--- config.mk ---
export PLATFORM = sky130hd
export DESIGN_NAME = divmod_hs
export DESIGN_NICKNAME = d
export VERILOG_FILES = /design/src/rtl/divmod_hs.sv
export SDC_FILE = /design/constraint.sdc
export NUM_CORES = 1
export LEC_CHECK = 0
export ABC_AREA = 1
export CELL_PAD_IN_SITES_DETAIL_PLACEMENT = 2
export CELL_PAD_IN_SITES_GLOBAL_PLACEMENT = 2
export CORE_ASPECT_RATIO = 1.2
export CORE_MARGIN = 1
export CORE_UTILIZATION = 30
export DETAILED_ROUTE_END_ITERATION = 8
export GPL_TIMING_DRIVEN = 0
export PLACE_DENSITY = 0.83
export SLEW_MARGIN = 20
export SYNTH_ARGS = -nofsm -noshare
export SYNTH_HDL_FRONTEND = slang
export SYNTH_SLANG_ARGS = --single-unit
--- constraint.sdc ---
create_clock -name clk -period 2.1 [get_ports clk]
set_input_delay 0.42 -clock clk [delete_from_list [all_inputs] [get_ports clk]]
set_output_delay 0.42 -clock clk [all_outputs]
set_load 0.03 [all_outputs]
--- src/rtl/divmod_hs.sv ---
// divmod_hs: iterative restoring integer divider with valid/ready handshakes.
// The per-operation sgn input selects signed or unsigned division.
// Divide-by-zero and MIN / -1 take a one-cycle fast path with defined results.
// Every other operation takes a fixed WIDTH+2 cycles.
//
// state | meaning
// ------+---------------------------------------------------------------
// IDLE  | ready for operands; outputs hold the previous result
// CALC  | one restoring step per cycle, counter runs WIDTH down to 1
// FIX   | apply result signs and write div/mod
// DONE  | result presented, held until out_ready
module divmod_hs #(
  parameter  int WIDTH_LOG = 4,
  localparam int WIDTH     = 1 << WIDTH_LOG
) (
  input  logic             clk,
  input  logic             rst,
  input  logic             in_valid,
  output logic             in_ready,
  input  logic [WIDTH-1:0] a,
  input  logic [WIDTH-1:0] b,
  input  logic             sgn,
  output logic             out_valid,
  input  logic             out_ready,
  output logic [WIDTH-1:0] div,
  output logic [WIDTH-1:0] mod,
  output logic             error,
  output logic             ovf
);

  localparam int CW = WIDTH_LOG + 1;

  typedef enum logic [1:0] {IDLE, CALC, FIX, DONE} state_t;

  state_t           state, state_nxt;
  logic [CW-1:0]    cnt;
  logic [WIDTH-1:0] dvd;      // dividend magnitude shifting out, quotient shifting in
  logic [WIDTH-1:0] dsr;      // divisor magnitude
  logic [WIDTH-1:0] rem;      // partial remainder
  logic             neg_q, neg_r;

  logic             accept, fast_zero, fast_ovf, last_step, take;
  logic [WIDTH-1:0] min_val, a_mag, b_mag;
  logic [WIDTH:0]   shifted;

  assign min_val   = {1'b1, {(WIDTH-1){1'b0}}};
  assign in_ready  = (state == IDLE);
  assign out_valid = (state == DONE);
  assign accept    = in_valid && in_ready;
  assign fast_zero = (b == '0);
  assign fast_ovf  = sgn && (a == min_val) && (b == '1);
  assign a_mag     = (sgn && a[WIDTH-1]) ? -a : a;
  assign b_mag     = (sgn && b[WIDTH-1]) ? -b : b;
  // The remainder stays below dsr, so the shifted value needs one extra bit.
  // When take is set, the difference fits back into WIDTH bits.
  assign shifted   = {rem, dvd[WIDTH-1]};
  assign take      = (shifted >= {1'b0, dsr});
  assign last_step = (cnt == CW'(1));

  // State register
  always_ff @(posedge clk) begin
    if (rst) state <= IDLE;
    else     state <= state_nxt;
  end

  // Next-state logic
  always_comb begin
    state_nxt = state;
    case (state)
      IDLE: if (accept) state_nxt = (fast_zero || fast_ovf) ? DONE : CALC;
      CALC: if (last_step) state_nxt = FIX;
      FIX:  state_nxt = DONE;
      DONE: if (out_ready) state_nxt = IDLE;
      default: state_nxt = IDLE;
    endcase
  end

  // Operand capture, restoring iteration and result registers
  always_ff @(posedge clk) begin
    if (rst) begin
      cnt   <= '0;
      dvd   <= '0;
      dsr   <= '0;
      rem   <= '0;
      neg_q <= 1'b0;
      neg_r <= 1'b0;
      div   <= '0;
      mod   <= '0;
      error <= 1'b0;
      ovf   <= 1'b0;
    end else begin
      case (state)
        IDLE: begin
          if (accept) begin
            if (fast_zero) begin
              div   <= '1;
              mod   <= a;
              error <= 1'b1;
              ovf   <= 1'b0;
            end else if (fast_ovf) begin
              div   <= min_val;
              mod   <= '0;
              error <= 1'b0;
              ovf   <= 1'b1;
            end else begin
              dvd   <= a_mag;
              dsr   <= b_mag;
              rem   <= '0;
              cnt   <= CW'(WIDTH);
              neg_q <= sgn && (a[WIDTH-1] ^ b[WIDTH-1]);
              neg_r <= sgn && a[WIDTH-1];
            end
          end
        end
        CALC: begin
          rem <= take ? (shifted[WIDTH-1:0] - dsr) : shifted[WIDTH-1:0];
          dvd <= {dvd[WIDTH-2:0], take};
          cnt <= cnt - CW'(1);
        end
        FIX: begin
          div   <= neg_q ? -dvd : dvd;
          mod   <= neg_r ? -rem : rem;
          error <= 1'b0;
          ovf   <= 1'b0;
        end
        default: ;
      endcase
    end
  end

endmodule

* After elaboration in Yosys (flattened, before gate mapping)
Index checks and enable logic that the tools add are counted.
** Storage, ports and cells
- Register bits :: 91
- Bits of input ports :: 37
** Cells by class
- Reduce and logical (&&, ||, !) cells :: 15
- $lt $le $gt $ge :: 1
- $add $sub $neg :: 6
- Eq/ne operators :: 12
- Bitwise logic cells :: 3
- Multiplexer cells :: 38
** Operators by type and width (number)
- two-way mux 16 bit :: 17
- one-hot mux 16 bit (2 select lines) :: 4
- negator 16 bit :: 4
- == test 16 bit, second input constant :: 2
- >= comparator 17 x 16 -> 1 bit :: 1
- zero test 16 bit :: 1
- subtractor 16 bit :: 1
- two-way mux 5 bit :: 3
- one-hot mux 5 bit (2 select lines) :: 1
- two-way mux 2 bit :: 4
- one-hot mux 2 bit (4 select lines) :: 1
- AND reduction 4 bit :: 2
- logical AND 1 bit :: 6
- two-way mux 1 bit :: 6
- inequality test 2 bit, second input constant :: 3
- AND reduction 3 bit :: 2
- == test 5 x 1 -> 1 bit, second input constant :: 1
- subtractor 5 x 1 -> 5 bit, second input constant :: 1
- == test 2 bit, second input constant :: 2
- inequality test 2 x 1 -> 1 bit, second input constant :: 2
- one-hot mux 1 bit (2 select lines) :: 2
- nonzero test 2 bit :: 2
- inequality test 3 x 1 -> 1 bit, second input constant :: 1
- == test 2 x 1 -> 1 bit, second input constant :: 1
- 4 further kinds :: 5

* Logic depth before layout (Yosys ltp)
- Depth in word-level cells :: 7
- Mapped depth :: 15

* Worst setup path before layout
Ideal clock, no wire load.
- Kind :: register -> register
- From :: register state[0]
- To :: register rem[0]
- Stages on the path, launching flop included :: 11
- Slack :: 122 ps
- Buffers on the path :: 2
- Library setup time :: 68 ps
- Data arrival time :: 1911 ps
- Cell sequence :: dfxtp_1 -> inv_1 -> ha_1 -> inv_1 -> a21oi_4 -> nand3_2 -> buf_6 -> a21oi_4 -> buf_6 -> nand2_1 -> a21oi_2
** Between the ends
- Longest elaborated chain between the ends :: 4
- Elaborated cells on any way between the ends :: 9
** RTL lines
- start, declared :: RTL line 35 : state_t state, state_nxt;
- start signal, assigned :: RTL line 63 : else state <= state_nxt;
- zero test 2 bit * :: RTL line 47 : assign in_ready = (state == IDLE);
- named net in_ready :: RTL line 19 : output logic in_ready,
- logical AND 1 bit :: RTL line 49 : assign accept = in_valid && in_ready;
- inequality test 2 x 1 -> 1 bit (no line)
- AND reduction 4 bit (no line)
- end signal, assigned :: RTL line 116 : rem <= take ? (shifted[WIDTH-1:0] - dsr) : shifted[WIDTH-1:0];
- end, declared :: RTL line 39 : logic [WIDTH-1:0] rem;
Mark *: on every way through the listed nets, which the timed path passes. The rest lies on a longest branch.
A chain may end at the register's enable or synchronous reset.

* Worst setup path in the final report
- From :: register state[1]
- To :: register dvd[4]
** Between the ends
- Longest elaborated chain between the ends :: 4
- Elaborated cells on any way between the ends :: 9
** RTL lines
- zero test 2 bit :: RTL line 47, 92
- logical AND 1 bit :: RTL line 49
- inequality test 2 x 1 -> 1 bit (no line)
- AND reduction 4 bit (no line)
- end signal, assigned :: RTL line 106 : dvd <= a_mag;
- end signal, assigned :: RTL line 117 : dvd <= {dvd[WIDTH-2:0], take};
- end, declared :: RTL line 37 : logic [WIDTH-1:0] dvd;
Parallel ways exist; a longest one is shown, timed or not.

==> flow_summary.ini <==
[status]
outcome = complete, but fails checks
failed_checks = setup timing

[clock_tree]
clk_pin_slew_worst_paths_ns = 0.07
clock_sinks = 91
root_buffer = clkbuf_16
clockBufferDepth = 2
numCtsBuffers = 9
htree_levels = 3
postCtsHoldBufs = 0
cts_tree = yes
clk_latency_ns = 0.38

[timing]
fin_crit_sh_pct = 109
min_period_ns = 2.28
finClkSkew_ns = 0.0153
fmax_mhz = 439
rsz0062_at_grt = yes
hold_viol = 0
maxSlewHeadroom_pct = 42.0
setup_slack_ns = -0.180
slew_violations = 0
setup_viol = 66
max_slew.worst_pin.slew_ns = 0.869

[power]
vdd_drop_max_mv = 0.877
p_total_w = 0.0146
power_leakage_nw = 3.93
powerDensity_nw_per_um2 = 1610

[cells_and_area]
diodes = 0
drive_above_1_share_pct = 20.4
fin_nets = 1249
area_growth_syn_to_layout_pct = 38.2

[grt]
grt_max_degree = 17
antenna_found_initial = 1
grt_use_total_pct = 26.6
grt_pass1_wl_mm = 45.1
grt.overflow.total = 0
grt_pass1_vias = 8301

[critical_path]
end_kind = register
crit_fanout = 10
rrSetupSlack_ns = -0.18
worstPathArrival_ns = 2.56
path_class = reg2reg
startpoint_type = register
worst_ep_required_time_ns = 2.38

[synthesis]
yosys.area.top_type = dfxtp_1
yosys-top-cells-area = dfxtp_1 (28%), nand2_1 (17%), a21oi_1 (7.7%)
ys_seq_elements = 91
synth.cell_area_um2 = 6580
syn-instance-count = 1065
ys_seq_area_share_pct = 27.7
yosysWarnings = 0
synth_top_area_share_pct = 27.7
synth_cell_types = 44
syn_nets = 1130
syn_area_per_cell_um2 = 6.17

[drt]
firstDrtPassIters = 5
drc = 0
drt-total-wl_mm = 37.8
routedWlPerCell_um = 25.9
drt_iter0_drc = 505
viasPerCell = 5.63
vias = 8219
ant_nets = 0

[placement]
portBuffers = 71
dp_slack_ns = -0.864
dp_hpwl_mm = 21.7
gp_congestion = 0.845

[floorplanning]
initial_utilization_pct = 31.0
die_h_um = 164
core_area_um2 = 21200
num_rows = 58
die-area_um2 = 22500
fp.dieW_um = 137
ios = 73

[hold_path]
hold_class = reg2reg

[job]
drv_cap = 0
==> Yosys cell counts, drive strengths merged <==
library cell and count:
nand2 296, inv 126, a21oi 114, nor2 108, o21ai 95, dfxtp 91, nand3 82, ha 27
buf 23, clkbuf 19, xor2 19, nand4 12, xnor2 10, a31oi 8, nor3 8, or2 6
o31ai 5, clkinv 2, o211ai 2, o22ai 2, a211oi 1, and2 1, fa 1, nand3b 1
nor3b 1, nor4 1, o21a 1, o21bai 1, o32ai 1, or3 1
==> logic make-up after synthesis <==
group                    Yosys count  synth area share, %
AO/OA/AOI/OAI                    230                 19.1
XOR/XNOR                          29                 3.86
adder cells (fa/ha/maj)           28                 5.44
buffers and inverters            170                 10.6
flip-flops                        91                 27.7
AND/OR/NAND/NOR                  517                 33.3
==> worst max-delay path, stage by stage (launching register included) <==
cell and delay [ns]:
dfxtp_1 0.35, inv_1 0.12, ha_1 0.41, clkbuf_1 0.54, nand2_1 0.23, o21ai_0 0.24
nand2_1 0.11, a21oi_1 0.20
==> path summary, 6_finish.rpt <==
check | to | cells after the start | from
worst max-delay path | dvd[4] | 7 | state[1]
worst min register to register | mod[13] | 2 | mod[13]
worst max register to register | dvd[4] | 7 | state[1]
worst min-delay path | mod[13] | 2 | mod[13]
==> where the power goes <==
| part | switching, W | total, W | internal, W |
|---|---|---|---|
| logic | 0.00641 | 0.00997 | 0.00357 |
| clock network | 0.000866 | 0.00192 | 0.00106 |
| registers | 0.000518 | 0.00270 | 0.00218 |
| total | 0.00779 | 0.0146 | 0.00680 |
==> cells in the final DEF, fill, tap and decap left out, drive strengths merged, types with 2 or more instances in the layout <==
cell type / count
nand3: 82
clkbuf: 30
or2: 6
o211ai: 2
nor2: 108
clkdlybuf4s50: 38
o22ai: 2
nand4: 12
ha: 27
o31ai: 5
dfxtp: 91
xnor2: 10
a31oi: 8
o21ai: 95
clkinv: 4
buf: 57
bufinv: 2
nor3: 8
dlygate4sd2: 10
inv: 129
xor2: 19
dlymetal6s2s: 23
a21oi: 114
nand2: 296
==> layer usage <==
| metal | share of wire, % | GRT usage, % | wire length, µm | up-vias |
|---|---|---|---|---|
| li1 | - | - | - | 3688 |
| met1 | 38 | 29.9 | 14500 | 4118 |
| met2 | 53 | 49.8 | 19900 | 286 |
| met3 | 4.0 | 3.49 | 1510 | 127 |
| met4 | 4.8 | 10.5 | 1820 | 0 |
| met5 | 0 | 0 | 0 | - |
==> area by class of cell <==
cell class	instances	area, µm²
buffer	39	310
clock buffer	9	225
fill	2501	12100
multi-input combinational	804	4590
inverter	128	493
clock inverter	7	98.8
sequential	91	1880
tap	270	338
timing repair buffer	110	1150
timing repair inverter	1	6.26
==> flip-flops by register name (all words and copies together), names as in the netlist <==
register / flops
error: 1
dvd: 16
rem: 16
state: 2
ovf: 1
div: 16
mod: 16
neg_r: 1
cnt: 5
neg_q: 1
dsr: 16
==> metrics by stage <==
| stage | instance area, µm² | utilization [%] | hold WS, ns | setup TNS [ns] | instances |
|---|---|---|---|---|---|
| finish | 9090 | 42.9 | 0.474 | -4.34 | 1459 |
| global route | 9090 | 42.9 | 0.485 | -9.48 | 1459 |
| global placement | 7620 | 36.0 | 0.455 | -52.46 | 1406 |
| floorplan | 6580 | - | 0.435 | 0 | 1065 |
| detailed placement | 7620 | 36.0 | 0.464 | -58.32 | 1406 |
| CTS | 8430 | 39.8 | 0.476 | 0 | 1435 |
==> repair_timing <==
action / CTS / global route
resized for setup: 101 / 144
endpoints found under the setup margin: 86 / 87
setup buffers: 12 / 22
gates cloned: 2 / 4
pin swaps: 6 / 27
endpoints found under the hold margin: 0 / 0
No activity file was read; power rests on OpenSTA's default activity.
